## src/rtl/irda_sip_sched_pkg.sv

```systemverilog
// irda_sip_pkg: shared state encoding and default timing for the SIP scheduler and generator benches
package irda_sip_pkg;
  typedef enum logic [2:0] {
    ST_OFF   = 3'd0,
    ST_COUNT = 3'd1,
    ST_DUE   = 3'd2,
    ST_REQ   = 3'd3,
    ST_GAP   = 3'd4
  } sip_state_e;
  localparam int DEF_CLK_PER_MS    = 40000;
  localparam int DEF_SIP_PERIOD_MS = 450;
  localparam int DEF_MAX_MS        = 500;
  localparam int DEF_REQ_TIMEOUT   = 1023;
  function automatic logic sip_active(sip_state_e s);
    return s inside {ST_COUNT, ST_DUE, ST_REQ};
  endfunction
endpackage

```

## src/rtl/irda_sip_sched_if.sv

```systemverilog
// irda_sip_sched_if: control inputs and SIP status outputs of the scheduler
interface irda_sip_sched_if;
  logic fast_enable;
  logic tx_busy;
  logic sip_force;
  logic sip_end_i;
  logic sip_o;
  logic sip_pending;
  logic sip_overdue;
  logic sip_err;
  modport master (output fast_enable, tx_busy, sip_force, sip_end_i,
                  input  sip_o, sip_pending, sip_overdue, sip_err);
  modport slave  (input  fast_enable, tx_busy, sip_force, sip_end_i,
                  output sip_o, sip_pending, sip_overdue, sip_err);
endinterface

```

## src/rtl/irda_sip_sched_ms_tick.sv

```systemverilog
// irda_ms_tick: millisecond prescaler plus saturating 10-bit ms counter
module irda_ms_tick #(
  parameter int CLK_PER_MS = 4
) (
  input  logic       clk,
  input  logic       rst,
  input  logic       clr,
  input  logic       run,
  output logic [9:0] ms_nxt
);
  localparam int PW = CLK_PER_MS > 1 ? $clog2(CLK_PER_MS) : 1;
  logic [PW-1:0] presc_q, presc_d;
  logic [9:0]    ms_cnt_q, ms_cnt_d;
  logic          wrap;
  // ms_nxt ignores clr so the scheduler can use it to pick its next state
  assign wrap   = run && presc_q == PW'(CLK_PER_MS - 1);
  assign ms_nxt = (wrap && ms_cnt_q != 10'h3ff) ? ms_cnt_q + 10'd1 : ms_cnt_q;
  always_comb begin
    presc_d  = clr ? '0 : !run ? presc_q : wrap ? '0 : presc_q + 1'b1;
    ms_cnt_d = clr ? '0 : ms_nxt;
  end
  always_ff @(posedge clk) begin
    if (rst) begin
      presc_q  <= '0;
      ms_cnt_q <= '0;
    end else begin
      presc_q  <= presc_d;
      ms_cnt_q <= ms_cnt_d;
    end
  end
endmodule

```

## src/rtl/irda_sip_sched.sv

```systemverilog
// irda_sip_sched: periodic SIP request scheduler feeding irda_sip_gen in MIR/FIR mode
module irda_sip_sched import irda_sip_pkg::*; #(
  parameter int CLK_PER_MS    = DEF_CLK_PER_MS,
  parameter int SIP_PERIOD_MS = DEF_SIP_PERIOD_MS,
  parameter int MAX_MS        = DEF_MAX_MS,
  parameter int REQ_TIMEOUT   = DEF_REQ_TIMEOUT
) (
  input logic              clk,
  input logic              wb_rst_i,
  irda_sip_sched_if.slave  bus
);
  sip_state_e state_q, state_d;
  logic [9:0] to_q, to_d, ms_nxt;
  logic       to_hit, clr, run;
  logic       sip_o_q, sip_o_d, sip_pending_q, sip_pending_d;
  logic       sip_overdue_q, sip_overdue_d, sip_err_q, sip_err_d;
  assign run = sip_active(state_q);
  assign clr = state_d inside {ST_OFF, ST_GAP};
  irda_ms_tick #(.CLK_PER_MS(CLK_PER_MS)) u_tick (
    .clk    (clk),
    .rst    (wb_rst_i),
    .clr    (clr),
    .run    (run),
    .ms_nxt (ms_nxt)
  );
  // decisions use next-cycle counter values so every output stays a pure register
  always_comb begin
    state_d = state_q;
    to_d    = state_q == ST_REQ ? to_q + 10'd1 : '0;
    to_hit  = to_d == 10'(REQ_TIMEOUT);
    case (state_q)
      ST_OFF:   state_d = ST_DUE;
      ST_COUNT: if (ms_nxt == 10'(SIP_PERIOD_MS) || bus.sip_force) state_d = ST_DUE;
      ST_DUE:   if (!bus.tx_busy) state_d = ST_REQ;
      ST_REQ:   if (bus.sip_end_i || to_hit) state_d = ST_GAP;
      ST_GAP:   state_d = ST_COUNT;
      default:  state_d = ST_OFF;
    endcase
    if (!bus.fast_enable) state_d = ST_OFF;
    sip_o_d       = state_d == ST_REQ;
    sip_pending_d = state_d inside {ST_DUE, ST_REQ};
    sip_err_d     = state_q == ST_REQ && state_d == ST_GAP && !bus.sip_end_i;
    sip_overdue_d = sip_active(state_d) && (sip_overdue_q || ms_nxt >= 10'(MAX_MS));
  end
  always_ff @(posedge clk) begin
    if (wb_rst_i) begin
      state_q       <= ST_OFF;
      to_q          <= '0;
      sip_o_q       <= 1'b0;
      sip_pending_q <= 1'b0;
      sip_overdue_q <= 1'b0;
      sip_err_q     <= 1'b0;
    end else begin
      state_q       <= state_d;
      to_q          <= to_d;
      sip_o_q       <= sip_o_d;
      sip_pending_q <= sip_pending_d;
      sip_overdue_q <= sip_overdue_d;
      sip_err_q     <= sip_err_d;
    end
  end
  assign bus.sip_o       = sip_o_q;
  assign bus.sip_pending = sip_pending_q;
  assign bus.sip_overdue = sip_overdue_q;
  assign bus.sip_err     = sip_err_q;
endmodule
```

## src/flat_wrapper.sv

```systemverilog
// flat-port wrapper written by rule: the top's interface ports become plain ports
module irda_sip_sched_flat import irda_sip_pkg::*;
#(
  parameter int CLK_PER_MS    = DEF_CLK_PER_MS,
  parameter int SIP_PERIOD_MS = DEF_SIP_PERIOD_MS,
  parameter int MAX_MS        = DEF_MAX_MS,
  parameter int REQ_TIMEOUT   = DEF_REQ_TIMEOUT
)
  (clk, wb_rst_i, bus_fast_enable, bus_tx_busy, bus_sip_force, bus_sip_end_i, bus_sip_o, bus_sip_pending, bus_sip_overdue, bus_sip_err);
  irda_sip_sched_if bus_i ();
  input logic clk;
  input logic wb_rst_i;
  input wire logic [$bits(bus_i.fast_enable)-1:0] bus_fast_enable;
  input wire logic [$bits(bus_i.tx_busy)-1:0] bus_tx_busy;
  input wire logic [$bits(bus_i.sip_force)-1:0] bus_sip_force;
  input wire logic [$bits(bus_i.sip_end_i)-1:0] bus_sip_end_i;
  output wire logic [$bits(bus_i.sip_o)-1:0] bus_sip_o;
  output wire logic [$bits(bus_i.sip_pending)-1:0] bus_sip_pending;
  output wire logic [$bits(bus_i.sip_overdue)-1:0] bus_sip_overdue;
  output wire logic [$bits(bus_i.sip_err)-1:0] bus_sip_err;
  assign bus_i.fast_enable = bus_fast_enable;
  assign bus_i.tx_busy = bus_tx_busy;
  assign bus_i.sip_force = bus_sip_force;
  assign bus_i.sip_end_i = bus_sip_end_i;
  assign bus_sip_o = bus_i.sip_o;
  assign bus_sip_pending = bus_i.sip_pending;
  assign bus_sip_overdue = bus_i.sip_overdue;
  assign bus_sip_err = bus_i.sip_err;
  irda_sip_sched #(.CLK_PER_MS(CLK_PER_MS), .SIP_PERIOD_MS(SIP_PERIOD_MS), .MAX_MS(MAX_MS), .REQ_TIMEOUT(REQ_TIMEOUT)) u_core (.clk(clk), .wb_rst_i(wb_rst_i), .bus(bus_i));
endmodule
```

## config.mk

```make
export PLATFORM = sky130hd
export DESIGN_NAME = irda_sip_sched_flat
export DESIGN_NICKNAME = d
export VERILOG_FILES = /design/src/rtl/irda_sip_sched_pkg.sv /design/src/rtl/irda_sip_sched_if.sv /design/src/rtl/irda_sip_sched_ms_tick.sv /design/src/rtl/irda_sip_sched.sv /design/src/flat_wrapper.sv
export SDC_FILE = /design/constraint.sdc
export NUM_CORES = 1
export LEC_CHECK = 0
export ABC_CLOCK_PERIOD_IN_PS = 2500
export BUFFER_PORTS_ARGS = -buffer_cell sky130_fd_sc_hd__buf_2
export CORE_MARGIN = 3
export CORE_UTILIZATION = 55
export CTS_CLUSTER_SIZE = 20
export DETAILED_ROUTE_END_ITERATION = 8
export HOLD_SLACK_MARGIN = 0.02
export PLACE_DENSITY_LB_ADDON = 0.1
export SETUP_SLACK_MARGIN = 0.02
export SLEW_MARGIN = 20
export SYNTH_ARGS = -nofsm -noshare
export SYNTH_HDL_FRONTEND = slang
export SYNTH_SLANG_ARGS = --single-unit
```

## constraint.sdc

```tcl
create_clock -name clk -period 2.5 [get_ports clk]
set_clock_uncertainty 0.1 [all_clocks]
set_input_delay 0.5 -clock clk [delete_from_list [all_inputs] [get_ports clk]]
set_output_delay 0.5 -clock clk [all_outputs]
set_load 0.01 [all_outputs]
```

### Yosys cells after proc, flatten, opt, wreduce, memory -nomap -nowiden

Cells that the tools add are included.

| storage, ports and cells | value |
|---|---|
| memory bits (read-only) | 0 |
| input port bits | 6 |
| bits in writable memories | 0 |
| bits in registers | 43 |
| memories | 0 |
| latch bits | 0 |

| operators by class | value |
|---|---|
| shifts and indexed selects | 0 |
| magnitude comparators | 1 |
| div/mod/pow operators | 0 |
| multiply operators | 0 |
| mux-type cells | 8 |
| equality and inequality tests | 12 |
| add/subtract/negate cells | 3 |
| reductions and logical operators | 16 |
| bitwise operators | 0 |

Operators by type and width:

| operator | count |
|---|---|
| 10-bit by 1-bit adder with 10-bit output, second input constant | 2 |
| 10-bit 2-to-1 mux | 2 |
| 16-bit by 1-bit adder with 16-bit output, second input constant | 1 |
| 16-bit equality test, second input constant | 1 |
| 16-bit 2-to-1 mux | 1 |
| 3-bit one-hot mux with 5 select lines | 1 |
| 3-bit by 2-bit equality test with 1-bit output, second input constant | 4 |
| 3-bit 2-to-1 mux | 4 |
| 10-bit equality test, second input constant | 1 |
| 10-bit by 9-bit equality test with 1-bit output, second input constant | 1 |
| 10-bit by 9-bit greater-or-equal comparator with 1-bit output, second input constant | 1 |
| 10-bit != test, second input constant | 1 |
| 3-bit by 1-bit equality test with 1-bit output, second input constant | 2 |
| 3-bit equality test, second input constant | 2 |
| 3-bit logical NOT | 2 |
| 3-bit nonzero test | 2 |
| 1-bit logical AND | 5 |
| 2-bit nonzero test | 2 |
| 1-bit logical OR | 3 |
| 2-bit OR reduction | 1 |
| 1-bit logical NOT | 1 |

### Depth between registers and ports, before layout

Gate-level depths: netlist of the first run.

| depth | value |
|---|---|
| word-level depth | 13 |
| depth in mapped cells | 9 |

### Cells and area by module

From an unflattened synthesis of the first run, not the netlist that was laid out.

| unflattened totals | value |
|---|---|
| cells, all modules | 250 |
| area total of the unflattened synthesis | 2255.9 µm² |

Modules (own cells, without submodules):

| module | sequential area each (µm²) | times used | cells each | area each (µm²) |
|---|---|---|---|---|
| irda_ms_tick | 520.5 | 1 | 146 | 1352.5 |
| irda_sip_sched | 340.3 | 1 | 104 | 903.4 |

### Worst setup path after synthesis of the first run

Ideal clock, no wire load.

| path | value |
|---|---|
| path type | register to register |
| start point | register u_core.to_q[0] |
| end point | register u_core.u_tick.ms_cnt_q[5] |
| data required time | 2.281 ns |
| slack | -0.022 ns |
| library setup time | 0.119 ns |
| arrival | 2.302 ns |
| stages on the path, launching flop included | 10 |
| cell sequence | dfxtp_1 > ha_1 > or3b_2 > o32ai_1 > nor4b_1 > a221o_1 > o211ai_1 > buf_2 > buf_2 > nor2_1 |

| on the way | value |
|---|---|
| cells in the longest elaborated chain, start to end | 10 |
| elaborated cells on any way between the ends | 11 |

Ends and longest elaborated chain:

| what | RTL line | text |
|---|---|---|
| from (decl) | irda_sip_sched.sv:13 | `logic [9:0] to_q, to_d, ms_nxt;` |
| from (signal assigned) | irda_sip_sched.sv:55 | `to_q <= to_d;` |
| 10-bit by 1-bit adder with 10-bit output * | irda_sip_sched.sv:29 | `to_d = state_q == ST_REQ ? to_q + 10'd1 : '0;` |
| 10-bit 2-to-1 mux * | irda_sip_sched.sv:29 |  |
| 10-bit equality test * | irda_sip_sched.sv:30 | `to_hit = to_d == 10'(REQ_TIMEOUT);` |
| 1-bit logical OR * | irda_sip_sched.sv:35 | `ST_REQ: if (bus.sip_end_i \|\| to_hit) state_d = ST_GAP;` |
| 3-bit 2-to-1 mux * | irda_sip_sched.sv:35 |  |
| 3-bit one-hot mux with 5 select lines * | irda_sip_sched.sv:31 | `case (state_q)` |
| 3-bit 2-to-1 mux * | irda_sip_sched.sv:39 | `if (!bus.fast_enable) state_d = ST_OFF;` |
| 3-bit equality test / 3-bit logical NOT (equally long branches) | irda_sip_sched.sv:18 | `assign clr = state_d inside {ST_OFF, ST_GAP};` |
| 2-bit nonzero test * | irda_sip_sched.sv:18 |  |
| 2-bit OR reduction (no line) * | n/a |  |
| to (signal assigned) | irda_sip_sched_ms_tick.sv:28 | `ms_cnt_q <= ms_cnt_d;` |
| to (decl) | irda_sip_sched_ms_tick.sv:13 | `logic [9:0] ms_cnt_q, ms_cnt_d;` |

Mark *: on every way between the ends. The rest lies on a longest branch, timed or not.
A chain may end at the register's enable or synchronous reset.

### Worst setup path after layout of the first run

| path | value |
|---|---|
| start point | register u_core.u_tick.presc_q[14] |
| end point | register u_core.state_q[0] |

| on the way | value |
|---|---|
| cells in the longest elaborated chain, start to end | 9 |

Ends and longest elaborated chain:

| what | RTL line | text |
|---|---|---|
| from (decl) | irda_sip_sched_ms_tick.sv:12 | `logic [PW-1:0] presc_q, presc_d;` |
| from (signal assigned) | irda_sip_sched_ms_tick.sv:27 | `presc_q <= presc_d;` |
| 16-bit equality test | irda_sip_sched_ms_tick.sv:16 | `assign wrap = run && presc_q == PW'(CLK_PER_MS - 1);` |
| 1-bit logical AND | irda_sip_sched_ms_tick.sv:16 |  |
| 1-bit logical AND | irda_sip_sched_ms_tick.sv:17 | `assign ms_nxt = (wrap && ms_cnt_q != 10'h3ff) ? ms_cnt_q + 10'd1 : ms_cnt_q;` |
| 10-bit 2-to-1 mux | irda_sip_sched_ms_tick.sv:17 |  |
| 10-bit by 9-bit equality test with 1-bit output | irda_sip_sched.sv:33 | `ST_COUNT: if (ms_nxt == 10'(SIP_PERIOD_MS) \|\| bus.sip_force) state_d = ST_DUE;` |
| 1-bit logical OR | irda_sip_sched.sv:33 |  |
| 3-bit 2-to-1 mux | irda_sip_sched.sv:33 |  |
| 3-bit one-hot mux with 5 select lines | irda_sip_sched.sv:31 |  |
| 3-bit 2-to-1 mux | irda_sip_sched.sv:39 |  |
| to (signal assigned) | irda_sip_sched.sv:54 | `state_q <= state_d;` |
| to (decl) | irda_sip_sched.sv:12 | `sip_state_e state_q, state_d;` |

No other way between the ends.

==> impl_metrics.py, run 1 <==
metrics = {
    "route": {
        "drtIter0Drc": 165,
        "finalWirelength_um": 5430,
        "wl_per_cell_um": 14.0,
        "dr.pass1.iters": 4,
        "ant_nets": 0,
        "via_count": 2240,
        "viasPerCell": 5.79,
        "post-route-drc-count": 0,
    },
    "cts": {
        "clk_pin_slew_ns": 0.08,
        "cts.path.max_buffers": 2,
        "clkLatencyLatePin_ns": 0.29,
        "cts_tree": "yes",
        "cts_buffers": 5,
        "cts_root_buffer": "clkbuf_8",
        "cts.sink_count": 43,
        "h-tree-depth": 2,
    },
    "logic_synthesis": {
        "seq_area_frac_synth": 0.368,
        "synth_area_um2": 2340,
        "synth_area_per_cell_um2": 8.00,
        "synth_fp_nets": 301,
        "synth_cells": 292,
        "ys_types": 52,
        "synthFlopType": "dfxtp_1",
        "synth-async-reset-ratio": 0,
        "synth_edf_count": 0,
        "yosys_warnings": 0,
        "ys_ff_latch": 43,
    },
    "timing": {
        "fin_ws_ns": -0.00142,
        "tightest_slew_ns": 0.384,
        "slew_headroom": 0.742,
        "rsz0062_at_grt": "yes",
        "post-route-period-util": 1.00,
        "setup_viol": 2,
        "timing.fmax_mhz": 400,
        "slew_violations": 0,
        "hold_violations": 0,
        "holdWs_ns": 0.372,
        "min_period_ns": 2.50,
    },
    "place": {
        "dp_cells": 377,
        "place.port_buffers": 9,
        "dp.final_hpwl_um": 3850,
        "routabilityCongestion": 0.886,
    },
    "die": {
        "ioPinCount": 10,
        "dieWidth_um": 71.2,
        "rows": 23,
        "core_area_um2": 4060,
        "die_y_um": 71.2,
        "initial_core_util": 0.576,
        "dieArea_um2": 5070,
    },
    "layout": {
        "final-instance-count-excl-fill": 387,
        "drive_gt1_frac": 0.249,
        "nNetsFinal": 347,
        "antenna_cells": 0,
        "syn_to_final_growth_pct": 24.6,
    },
    "power": {
        "internal_power_uw": 895,
        "switching_share": 0.219,
        "pwr-share-clk": 0.358,
        "comb_power_share": 0.042,
        "seqPwrFrac": 0.601,
        "power_density_nw_per_um2": 394,
        "p_leak_nw": 1.00,
        "p_switching_uw": 251,
        "ir_worst_vdd_mv": 0.261,
    },
    "setup_path": {
        "worstSetupPathType": "reg2reg",
        "endpoint_kind": "flip-flop",
        "path_cells": "and4bb_2 > nand4b_1 > or4_4 > or4b_4 > a31oi_4 > a211o_1 > a21oi_1",
        "crit_path_max_incr_delay_ns": 0.56,
        "crit_path_top_delay_cell": "or4b_4",
        "crit_arrival_ns": 2.57,
        "cp.required_ns": 2.57,
        "start_kind": "flip-flop",
        "critPathTopFamily": "simple AND/OR/NAND/NOR gates",
        "critPathBufInv": 0,
        "crit_fanout": 3,
    },
    "run": {
        "drv_cap": 0,
    },
    "outcome": {
        "outcome": "complete, but fails checks",
        "failed_checks": "negative setup slack",
    },
    "worst_hold_path": {
        "hold_path.class": "reg2reg",
    },
    "grt": {
        "grt_antenna_before_repair": 0,
        "grt_pass1_wl_um": 9270,
        "gr-total-overflow": 0,
        "grtUsageTotal": 0.223,
        "grt_pass1_vias": 2075,
        "grt_max_degree": 20,
    },
}
## logic make-up after synthesis
logic type | share of synthesized area
compound gates | 0.120
xor+xnor | 0.0974
fa+ha+maj | 0.0161
buf+inv | 0.0332
flops | 0.368
mux | 0.00428
simple gates | 0.360
## routing by layer
layer  vias up  share of wire  global-route usage
met3         5          0.040              0.0455
met1      1049           0.45               0.298
li1       1131              -                   -
met5         -              0                   0
met2        55           0.50               0.369
met4         0         0.0072              0.0522
## power groups by stage
stage          sequential (mW)  combinational [mW]  clock (mW)
3_3_place_gp             0.705              0.0392           0
4_1_cts                  0.689              0.0398       0.429
3_5_place_dp             0.705              0.0397           0
2_1_floorplan            0.706              0.0215           0
5_1_grt                  0.689              0.0528       0.450
6_report                 0.688              0.0477       0.410
## through the flow
step            util  cell area, um^2  setup TNS, ns  power [mW]  setup slack, ns
2_1_floorplan      -             2350              0       0.728           0.0205
6_report       0.718             2910       -0.00269        1.15         -0.00142
4_1_cts        0.681             2760              0        1.16          0.00184
3_3_place_gp   0.660             2680              0       0.744           0.0281
3_5_place_dp   0.660             2680        -0.0397       0.745          -0.0189
5_1_grt        0.718             2910         -0.423        1.19           -0.125
## cell type report
cell class	instances	area, um^2
multi-input cells	230	1510
fillers	318	1140
flip-flops and latches	43	870
repair buffers	49	357
clock buffers	5	68.8
well taps	50	62.6
inverters	9	33.8
clock inverters	1	7.51
## Yosys cell counts, types with 4 or more instances
cell / count / share of area
a21oi_1: 15 / 0.032
and2_1: 4 / 0.011
and3_1: 4 / 0.011
clkbuf_1: 7 / 0.011
dfxtp_1: 43 / 0.37
inv_1: 9 / 0.014
nand2_1: 27 / 0.043
nand3_1: 17 / 0.036
nor2_1: 51 / 0.082
nor3_1: 9 / 0.019
nor4_1: 7 / 0.019
o21ai_0: 5 / 0.011
or3_1: 6 / 0.016
xnor2_1: 19 / 0.071
xor2_1: 7 / 0.026
## final timing paths
| path | startpoint | to | slack, ns | depth (start not counted) |
|---|---|---|---|---|
| worst min-delay path | u_core.bus.sip_overdue | u_core.bus.sip_overdue | 0.37 | 2 |
| worst min register to register | u_core.bus.sip_overdue | u_core.bus.sip_overdue | 0.37 | 2 |
| worst max-delay path | u_core.u_tick.presc_q[14] | u_core.state_q[0] | -0.001 | 7 |
| worst max register to register | u_core.u_tick.presc_q[14] | u_core.state_q[0] | -0.001 | 7 |
## flip-flops by register name, indices dropped and copies added, names as in the netlist
name / count
u_core.u_tick.presc_q: 16
u_core.to_q: 10
u_core.bus.sip_pending: 1
u_core.bus.sip_err: 1
u_core.u_tick.ms_cnt_q: 10
u_core.state_q: 3
u_core.bus.sip_o: 1
u_core.bus.sip_overdue: 1
## layout by cell type, fill, tap and decap left out, types with 3 or more instances in the layout
cell type	count
buf_4	38
inv_1	9
dfxtp_1	38
and2_1	4
nand4_1	3
and4b_1	3
dfxtp_2	4
clkbuf_8	5
o21ai_0	5
nor4_1	6
nand3_1	16
nor3_1	6
buf_2	9
a31oi_1	3
nor2_1	51
xnor2_1	19
nand2_1	27
or3_1	6
nor3_2	3
o211ai_1	3
and3_1	3
a21oi_1	15
xor2_1	7
## worst reg2reg max path: stages (launching register included)
cell and delay [ns]:
dfxtp_1 0.32, and4bb_2 0.30, nand4b_1 0.14, or4_4 0.51, or4b_4 0.56, a31oi_4 0.23
a211o_1 0.16, a21oi_1 0.06
## timing repair
action                                  CTS  global route
endpoints found under the hold margin     0             0
endpoints found under the setup margin   29            32
buffers inserted                          0             3
hold buffers                              0             0
resized for setup                         3            28
pin swaps                                 2             8
gates cloned                              0             1
No activity file was read; power rests on OpenSTA's default activity.
==> run 2, diff against run 1 <==
ABC_CLOCK_PERIOD_IN_PS = 2300   (was 2500)
CAP_MARGIN = 10   (was default)
clock period = 2.3 ns   (was 2.5 ns; I/O delays follow)
==> impl_metrics.py, run 2 (synthesis gave the netlist of run 1 again) <==
metrics = {
    "die": {
        "rows": 23,
        "core_area_um2": 4060,
        "dieWidth_um": 71.2,
        "dieArea_um2": 5070,
        "ioPinCount": 10,
        "die_y_um": 71.2,
        "initial_core_util": 0.576,
    },
    "grt": {
        "grt_max_degree": 14,
        "use_met1": 0.317,
        "grt_antenna_before_repair": 0,
        "gr-total-overflow": 0,
        "busiest_layer": "met2",
        "grtUsageMet3": 0.0639,
        "grt_pass1_vias": 2354,
        "grtUsageTotal": 0.260,
        "grt_use_met2": 0.436,
        "grt_pass1_wl_um": 10600,
    },
    "route": {
        "post-route-drc-count": 0,
        "drtIter0Drc": 178,
        "ant_nets": 0,
        "via_count": 2370,
        "finalWirelength_um": 6210,
        "viasPerCell": 5.74,
        "dr.pass1.iters": 4,
        "wl_per_cell_um": 15.0,
    },
    "setup_path": {
        "crit_fanout": 3,
        "crit_arrival_ns": 2.55,
        "ff2ff_setup_slack_ns": -0.16,
        "setup.worst_path.start": "u_core.u_tick.presc_q[14]",
        "crit_path_top_delay_cell": "or4_4",
        "start_kind": "flip-flop",
        "r2r_cells": 7,
        "r2r-end": "u_core.state_q[0]",
        "critPathBufInv": 0,
        "path_cells": "and4bb_2 > nand4b_1 > or4_4 > or4b_4 > a31oi_4 > a211o_1 > a21oi_2",
        "r2r-start": "u_core.u_tick.presc_q[14]",
        "worstSetupEndpoint": "u_core.state_q[0]",
        "crit_cells": 7,
        "worstSetupPathType": "reg2reg",
        "endpoint_kind": "flip-flop",
        "critPathTopFamily": "simple AND/OR/NAND/NOR gates",
        "crit_path_max_incr_delay_ns": 0.51,
        "cp.required_ns": 2.39,
    },
    "timing": {
        "timing.fmax_mhz": 406,
        "fin_ws_ns": -0.160,
        "min_period_ns": 2.46,
        "slew_violations": 0,
        "rsz0062_at_grt": "yes",
        "setup_viol": 30,
        "post-route-period-util": 1.07,
        "hold_violations": 0,
        "slew_headroom": 0.714,
        "tightest_slew_ns": 0.426,
    },
    "cts": {
        "cts.sink_count": 43,
        "clkLatencyLatePin_ns": 0.30,
        "ctsHoldBuffers": 0,
        "cts_root_buffer": "clkbuf_8",
        "h-tree-depth": 2,
        "cts.path.max_buffers": 2,
        "clk_pin_slew_ns": 0.08,
        "cts_buffers": 5,
        "cts_tree": "yes",
    },
    "power": {
        "p_leak_nw": 1.12,
        "ir_worst_vdd_mv": 0.371,
        "power_density_nw_per_um2": 402,
    },
    "place": {
        "place.port_buffers": 9,
        "dp.final_hpwl_um": 4330,
        "pre_cts_slack_ns": -0.153,
        "routabilityCongestion": 0.927,
        "place_area_um2": 2930,
    },
    "layout": {
        "final_area_um2": 3220,
        "final_cell_mix": "61 x buf_4, 37 x dfxtp_1, 30 x nor2_1",
        "regMostFlops": "u_core.u_tick.presc_q",
        "antenna_cells": 0,
        "syn_to_final_growth_pct": 37.8,
        "drive_gt1_frac": 0.377,
        "largest_reg_flops": 16,
        "reg.largest.list": "u_core.u_tick.presc_q (16), u_core.to_q (10), u_core.u_tick.ms_cnt_q (10)",
        "final_common_cell": "buf_4",
        "nNetsFinal": 371,
    },
    "worst_hold_path": {
        "hold_path.class": "in2reg",
    },
    "run": {
        "drv_cap": 0,
    },
    "outcome": {
        "failed_checks": "negative setup slack",
        "outcome": "complete, but fails checks",
    },
}
[run 2: changes by cell type in the layout (fill, tap and decap cells not counted), sizes merged]
cell and delta:
buf +24, clkinv +1, clkbuf +1
[run 2: how the worst min path moves through the flow]
stage	to	cells after the start	startpoint	slack [ns]
2_1_floorplan	u_core.to_q[0]	1	u_core.to_q[0]	0.33
3_3_place_gp	u_core.bus.sip_overdue	2	u_core.bus.sip_overdue	0.36
3_5_place_dp	u_core.bus.sip_overdue	2	u_core.bus.sip_overdue	0.37
4_1_cts	u_core.state_q[2]	2	bus_fast_enable	0.35
5_1_grt	u_core.state_q[2]	2	bus_fast_enable	0.36
6_report	u_core.bus.sip_pending	3	bus_sip_force	0.35
[run 2: timing repair]
action / 4_1_cts / 5_1_grt
gates cloned: 1 / 0
pin swaps: 24 / 15
buffers inserted: 2 / 0
setup endpoints to repair: 31 / 32
hold endpoints to repair: 0 / 0
resized for setup: 19 / 33
[run 2: cell type report]
| type | instances | area (um^2) |
|---|---|---|
| clock inverter | 2 | 12.5 |
| timing repair buffer | 73 | 553 |
| multi-input combinational | 230 | 1620 |
| inverter | 9 | 33.8 |
| sequential | 43 | 868 |
| tap | 50 | 62.6 |
| clock buffer | 6 | 72.6 |
| fill | 274 | 837 |
[run 2: metrics by stage]
step	std cells	TNS (ns)	util	total power, mW	hold WS (ns)
global route	413	-4.79	0.794	1.34	0.356
finish	413	-1.99	0.794	1.29	0.351
floorplan	292	-0.309	-	0.793	0.327
global placement	404	-0.839	0.722	0.813	0.360
CTS	415	-1.72	0.778	1.30	0.349
detailed placement	404	-2.44	0.722	0.815	0.374
[run 2: power breakdown]
| part | internal [mW] | switching, mW |
|---|---|---|
| sequential | 0.747 | 0.00235 |
| clock | 0.212 | 0.264 |
| combinational | 0.0309 | 0.0373 |
| total | 0.991 | 0.303 |
[run 2: metal layers]
metal	share of wire	up-vias	wire [um]
li1	-	1174	-
met1	0.44	1108	2710
met2	0.49	70	3030
met3	0.047	18	295
met4	0.028	0	172
met5	0	-	0
[run 2: tightest hold or removal path, stage by stage]
cell	delay, ns
buf_2	0.09
a211oi_2	0.04
nor3_1	0.10
==> run 3, diff against run 2 <==
CORE_MARGIN = 2   (was 3)
==> impl_metrics.py, run 3 (synthesis gave the netlist of run 1 again) <==
metrics = {
    "outcome": {
        "outcome": "complete, but fails checks",
        "failed_checks": "negative setup slack",
    },
    "layout": {
        "largest_reg_flops": 16,
        "multi_input_area_um2": 1660,
        "nNetsFinal": 381,
        "antenna_cells": 0,
        "fillers": 220,
        "drive_gt1_frac": 0.408,
        "regMostFlops": "u_core.u_tick.presc_q",
        "ff_latch_area_um2": 868,
        "reg.largest.list": "u_core.u_tick.presc_q (16), u_core.to_q (10), u_core.u_tick.ms_cnt_q (10)",
        "final_cell_mix": "67 x buf_4, 37 x dfxtp_1, 31 x nor2_1",
        "final_common_cell": "buf_4",
        "syn_to_final_growth_pct": 45.9,
    },
    "setup_path": {
        "start_kind": "flip-flop",
        "worstSetupPathType": "reg2reg",
        "crit_arrival_ns": 2.64,
        "crit_fanout": 3,
        "cp.required_ns": 2.40,
        "endpoint_kind": "flip-flop",
    },
    "route": {
        "dr.pass1.iters": 5,
        "viasPerCell": 6.08,
        "via_count": 2571,
        "drtIter0Drc": 188,
        "wl_per_cell_um": 17.7,
        "ant_nets": 0,
        "post-route-drc-count": 0,
        "finalWirelength_um": 7490,
    },
    "grt": {
        "grtUsageTotal": 0.301,
        "grt_max_degree": 14,
        "grt_pass1_vias": 2510,
        "grt_pass1_wl_um": 11600,
        "grt_antenna_before_repair": 0,
        "gr-total-overflow": 0,
    },
    "power": {
        "ir_worst_vdd_mv": 0.341,
        "power_density_nw_per_um2": 426,
        "power_mw": 1.45,
        "p_leak_nw": 1.21,
    },
    "die": {
        "die_y_um": 69.2,
        "rows": 23,
        "dieArea_um2": 4790,
        "core_area_um2": 4060,
        "dieWidth_um": 69.2,
        "ioPinCount": 10,
        "initial_core_util": 0.576,
    },
    "timing": {
        "slew_violations": 0,
        "min_period_ns": 2.55,
        "hold_violations": 0,
        "tightest_slew_ns": 0.424,
        "fin_ws_ns": -0.246,
        "setup_tns_ns": -5.32,
        "post-route-period-util": 1.11,
        "timing.fmax_mhz": 393,
        "setup_viol": 31,
        "slew_headroom": 0.715,
        "rsz0062_at_grt": "yes",
    },
    "cts": {
        "cts.sink_count": 43,
        "clkLatencyLatePin_ns": 0.30,
        "cts_buffers": 5,
        "h-tree-depth": 2,
        "cts.path.max_buffers": 2,
        "clk_pin_slew_ns": 0.08,
        "cts_tree": "yes",
        "cts_root_buffer": "clkbuf_8",
    },
    "place": {
        "place.port_buffers": 9,
        "dp.final_hpwl_um": 4160,
        "routabilityCongestion": 0.922,
    },
    "run": {
        "drv_cap": 0,
    },
    "worst_hold_path": {
        "hold_path.class": "in2reg",
    },
}
[run 3: critical path, cell delays in order (launching register included)]
cell and delay [ns]:
dfxtp_1 0.32, and4bb_2 0.30, nand4b_1 0.15, or4_4 0.53, or4b_4 0.51, a31oi_4 0.25
buf_6 0.13, a211o_1 0.11, a21oi_1 0.05
[run 3: layout make-up]
| cell class | instances | share of cell area |
|---|---|---|
| Multi-Input combinational cell | 230 | 0.487 |
| Sequential cell | 43 | 0.255 |
| Timing Repair Buffer | 83 | 0.196 |
| Clock buffer | 6 | 0.0242 |
| Tap cell | 50 | 0.0183 |
| Clock inverter | 2 | 0.0103 |
| Inverter | 9 | 0.00991 |
[run 3: through the flow]
stage | worst slack [ns] | area [um^2] | hold slack [ns] | util | instances
finish | -0.246 | 3410 | 0.360 | 0.840 | 423
detailed placement | -0.171 | 2880 | 0.384 | 0.709 | 397
CTS | -0.182 | 3280 | 0.347 | 0.809 | 421
floorplan | -0.0900 | 2410 | 0.327 | - | 292
global route | -0.318 | 3410 | 0.366 | 0.840 | 423
global placement | -0.156 | 2880 | 0.357 | 0.709 | 397
[run 3: path summary, 6_finish.rpt]
kind	endpoint	startpoint	cells after the start	slack, ns
max	u_core.state_q[0]	u_core.u_tick.presc_q[14]	8	-0.25
min	u_core.state_q[2]	bus_fast_enable	2	0.36
min reg2reg	u_core.bus.sip_overdue	u_core.bus.sip_overdue	2	0.38
max reg2reg	u_core.state_q[0]	u_core.u_tick.presc_q[14]	8	-0.25
[run 3: power breakdown]
group	internal [mW]	switching [mW]
clock network	0.351	0.262
registers	0.747	0.00325
logic	0.0442	0.0437
[run 3: timing repair]
item	CTS	global route
hold buffers	0	0
pin swaps	33	15
setup endpoints to repair	31	32
setup buffers	14	7
resized for setup	32	33
gates cloned	3	0
[run 3: routing by layer]
metal	up-vias	track usage	wire length (um)
li1	1195	-	-
met1	1181	0.376	2930
met2	140	0.488	3570
met5	-	0	0
met3	55	0.0698	599
met4	0	0.144	385
